$ cat config.mk
export PLATFORM = sky130hd
export DESIGN_NAME = fifo_pair_reader
export DESIGN_NICKNAME = d
export VERILOG_FILES = /design/src/rtl/fifo_pair_reader.sv
export SDC_FILE = /design/constraint.sdc
export NUM_CORES = 1
export LEC_CHECK = 0
export BUFFER_PORTS_ARGS = -buffer_cell sky130_fd_sc_hd__buf_2
export CORE_ASPECT_RATIO = 1.2
export CORE_MARGIN = 3
export CORE_UTILIZATION = 25
export DETAILED_ROUTE_END_ITERATION = 10
export SLEW_MARGIN = 20
export SYNTH_ARGS = -nofsm -noshare
export SYNTH_HDL_FRONTEND = slang
export SYNTH_SLANG_ARGS = --single-unit
$ cat constraint.sdc
create_clock -name clk -period 4 [get_ports clk]
set_input_delay 0.8 -clock clk [delete_from_list [all_inputs] [get_ports clk]]
set_output_delay 0.8 -clock clk [all_outputs]
set_load 0.01 [all_outputs]
$ cat src/rtl/fifo_pair_reader.sv
// Drains a show-ahead FIFO and packs consecutive words into (A,B) pairs
// presented on a valid/ready stream; counts accepted pairs.
module fifo_pair_reader #(
   parameter int DATA_WIDTH = 8,
   parameter int PTR_SIZE   = 5,
   parameter int CNT_WIDTH  = 16
) (
   input  logic                  clk,
   input  logic                  rst,
   input  logic [DATA_WIDTH-1:0] fifo_data,
   input  logic                  fifo_empty,
   input  logic [PTR_SIZE:0]     fifo_count,
   output logic                  fifo_re_en,
   input  logic                  enable,
   input  logic                  pair_wait,
   input  logic                  flush,
   output logic                  out_valid,
   input  logic                  out_ready,
   output logic [DATA_WIDTH-1:0] out_a,
   output logic [DATA_WIDTH-1:0] out_b,
   output logic [CNT_WIDTH-1:0]  pair_cnt,
   output logic                  half
);

   typedef enum logic [1:0] {S_A, S_B, S_OUT} state_t;

   localparam logic [PTR_SIZE:0] TWO_WORDS = (PTR_SIZE+1)'(2);

   state_t                state_q, state_d;
   logic [DATA_WIDTH-1:0] a_q, a_d;
   logic [DATA_WIDTH-1:0] b_q, b_d;
   logic [CNT_WIDTH-1:0]  cnt_q;
   logic                  accept;
   logic                  can_start;
   logic                  pop;

   assign accept    = (state_q == S_OUT) & out_ready;
   // Starting a new pair may require both words to be present already.
   assign can_start = enable & ~fifo_empty & (~pair_wait | (fifo_count >= TWO_WORDS));

   always_comb begin
      state_d    = state_q;
      a_d        = a_q;
      b_d        = b_q;
      pop        = 1'b0;
      fifo_re_en = 1'b0;
      case (state_q)
         S_A:     pop = can_start;
         S_B:     pop = enable & ~fifo_empty;
         S_OUT:   pop = accept & can_start;
         default: pop = 1'b0;
      endcase
      fifo_re_en = pop & ~flush & ~rst;
      if (flush) begin
         state_d = S_A;
      end else begin
         case (state_q)
            S_A: begin
               if (fifo_re_en) begin
                  a_d     = fifo_data;
                  state_d = S_B;
               end
            end
            S_B: begin
               if (fifo_re_en) begin
                  b_d     = fifo_data;
                  state_d = S_OUT;
               end
            end
            S_OUT: begin
               if (accept) begin
                  if (fifo_re_en) begin
                     a_d     = fifo_data;
                     state_d = S_B;
                  end else begin
                     state_d = S_A;
                  end
               end
            end
            default: state_d = S_A;
         endcase
      end
   end

   always_ff @(posedge clk or posedge rst) begin
      if (rst) begin
         state_q <= S_A;
         a_q     <= '0;
         b_q     <= '0;
         cnt_q   <= '0;
      end else begin
         state_q <= state_d;
         a_q     <= a_d;
         b_q     <= b_d;
         if (accept) begin
            cnt_q <= cnt_q + 1'b1;
         end
      end
   end

   assign out_valid = (state_q == S_OUT);
   assign half      = (state_q == S_B);
   assign out_a     = a_q;
   assign out_b     = b_q;
   assign pair_cnt  = cnt_q;

endmodule

==> out/metrics.yaml <==
start_util_pct: 26.6
power_density_nw_per_um2: 402
fin_crit_ns: 2.70
tightest_slew_ns: 0.435
drt-met1-wl_um: 1210
setup_viol: 0
final_cell_mix: "buf_2, dfrtp_1, mux2_2, xnor2_1, nand3_1"
row_count: 29
layout_commonest_cell: "buf_2"
syn_to_final_growth_pct: 31.9
p_leak_nw: 1.03
synthesis.area_um2: 1460
critPathKind: "in2out"
drt_first_pass_iters: 3
vias_per_cell: 4.31
r2r-start: "pair_cnt[0]"
wl_um: 2990
wl_met3_um: 213
final_cells: 244
die_x_um: 75.8
postSynthCellCount: 104
fp.dieH_um: 89.7
cts-resized-gates: 0
grt_max_degree: 35
worstRegToRegCells: 5
clock_sink_count: 34
h-tree-depth: 2
skew_ns: 0.00358
route.met2.wl_um: 1510
fmax_mhz: 370
syn_nets: 126
clkSlewWorstSetupHoldPaths_ns: 0.07
cts_tree: "built"
highest_layer: "met4"
rsz0062_at_grt: "false"
cp-start-kind: "primary input"
port-buffer-count: 54
dp_cells: 236
holdBufCountCts: 0
outcome: "completed"
antenna_found_initial: 0
worst_ir_drop_vdd_mv: 0.110
synth_cell_types: 22
wl_per_cell_um: 12.2
clkLatencyLatePin_ns: 0.28
yosysSeqAreaShare_pct: 58.3
drc: 0
syn-mean-instance-area_um2: 14.0
utilization_pct: 35.1
vias: 1051
die_area_um2: 6800
cts_root_buf: "clkbuf_8"
grt_pass1_wl_um: 5090
arrival_ns: 1.90
core_region_area_um2: 5480
cts_buffers: 5
ys_ff_latch: 34
ant_nets: 0
n_antenna_cell: 0
final_nets: 188
gp_congestion: 0.721
maxSlewHeadroom_pct: 71.0
yosysWarningCount: 0
io_pins: 56
worst_setup_path_end_kind: "output port"
hold_viol: 0
hold_class: "reg2reg"
tns_ns: 0
grt_pass1_vias: 1062
hold_depth: 1
r2r-end: "pair_cnt[12]"
drv_cap: 0
critPathRequiredTime_ns: 3.20
drt_iter0_drc: 29
place_hpwl_um: 2280
hp-start: "pair_cnt[15]"
fin_crit_sh_pct: 67.5
slew_violations: 0
post_cts_buffers: 0
drive_above_1_share_pct: 51.5
reg2reg_slack_ns: 2.42
gr-total-overflow: 0
hold_path_end: "pair_cnt[15]"
path_max_fanout: 10
track_usage_pct: 9.67
cts_max_path_buffers: 2
## how the worst max path moves through the flow
stage	startpoint	depth (start not counted)	slack [ns]	endpoint
after floorplan	flush	3	1.62	fifo_re_en
after global placement	flush	5	1.25	fifo_re_en
after detailed placement	flush	5	1.26	fifo_re_en
after CTS	flush	5	1.25	fifo_re_en
after global routing	flush	5	1.18	fifo_re_en
final	flush	5	1.30	fifo_re_en
## cell families after synthesis
logic type | after synthesis | synth area share, %
flops | 34 | 58.3
compound gates | 3 | 3.00
mux | 17 | 13.1
simple gates | 30 | 14.7
fa+ha+maj | 1 | 0.857
buf+inv | 4 | 1.03
xor+xnor | 15 | 9.00
## synthesized netlist by cell type (all sizes together)
| cell | count | area share, % |
|---|---|---|
| dfrtp | 34 | 58 |
| mux2 | 17 | 13 |
| xnor2 | 10 | 6.0 |
| nand3 | 7 | 2.4 |
| nand2 | 5 | 1.5 |
| nor2 | 5 | 1.3 |
| xor2 | 5 | 3.0 |
| inv | 4 | 1.0 |
| nand4 | 3 | 2.3 |
| nor4 | 3 | 2.7 |
| and3 | 2 | 0.86 |
| nand3b | 2 | 1.0 |
| o41ai | 2 | 1.2 |
| ha | 1 | 0.86 |
| nand4b | 1 | 0.60 |
| nor4b | 1 | 1.6 |
| o2111ai | 1 | 1.8 |
| or2 | 1 | 0.43 |
## registers in the layout, indices dropped and copies added, names as in the netlist
| name | count |
|---|---|
| out_a | 8 |
| out_b | 8 |
| pair_cnt | 16 |
| state_q | 2 |
## worst max-delay path, cell delays in order
cell and delay (ns):
buf_2 0.13, nor4b_4 0.40, o2111ai_4 0.32, nand2_1 0.12, buf_2 0.13
## metal layers
| layer | vias up | track usage (%) |
|---|---|---|
| li1 | 492 | - |
| met5 | - | 0 |
| met1 | 521 | 11.3 |
| met4 | 0 | 3.50 |
| met3 | 7 | 3.57 |
| met2 | 31 | 15.8 |
## stage by stage
step / setup slack, ns / total power (W) / area [um2] / hold slack (ns)
after global placement: 1.25 / 0.000523 / 1830 / 0.459
after CTS: 1.25 / 0.000791 / 1930 / 0.471
after global routing: 1.18 / 0.000825 / 1930 / 0.504
after floorplan: 1.62 / 0.000466 / 1460 / 0.479
after detailed placement: 1.26 / 0.000526 / 1830 / 0.459
final: 1.30 / 0.000775 / 1930 / 0.463
## report_power, final
| part | internal (W) | leakage [nW] | switching [W] |
|---|---|---|---|
| Clock | 0.000139 | 0.0482 | 0.000121 |
| Sequential | 0.000380 | 0.454 | 0.0000193 |
| Combinational | 0.0000605 | 0.527 | 0.0000550 |
| Total | 0.000579 | 1.03 | 0.000196 |
## cell type report
cell class | count | area [um2]
Fill cell | 554 | 3550
Sequential cell | 34 | 851
Multi-Input combinational cell | 66 | 594
Timing Repair Buffer | 55 | 278
Tap cell | 77 | 96.3
Clock buffer | 7 | 86.3
Inverter | 4 | 15.0
Clock inverter | 1 | 5.00
Note: power is estimated with default switching activity, not from simulation.
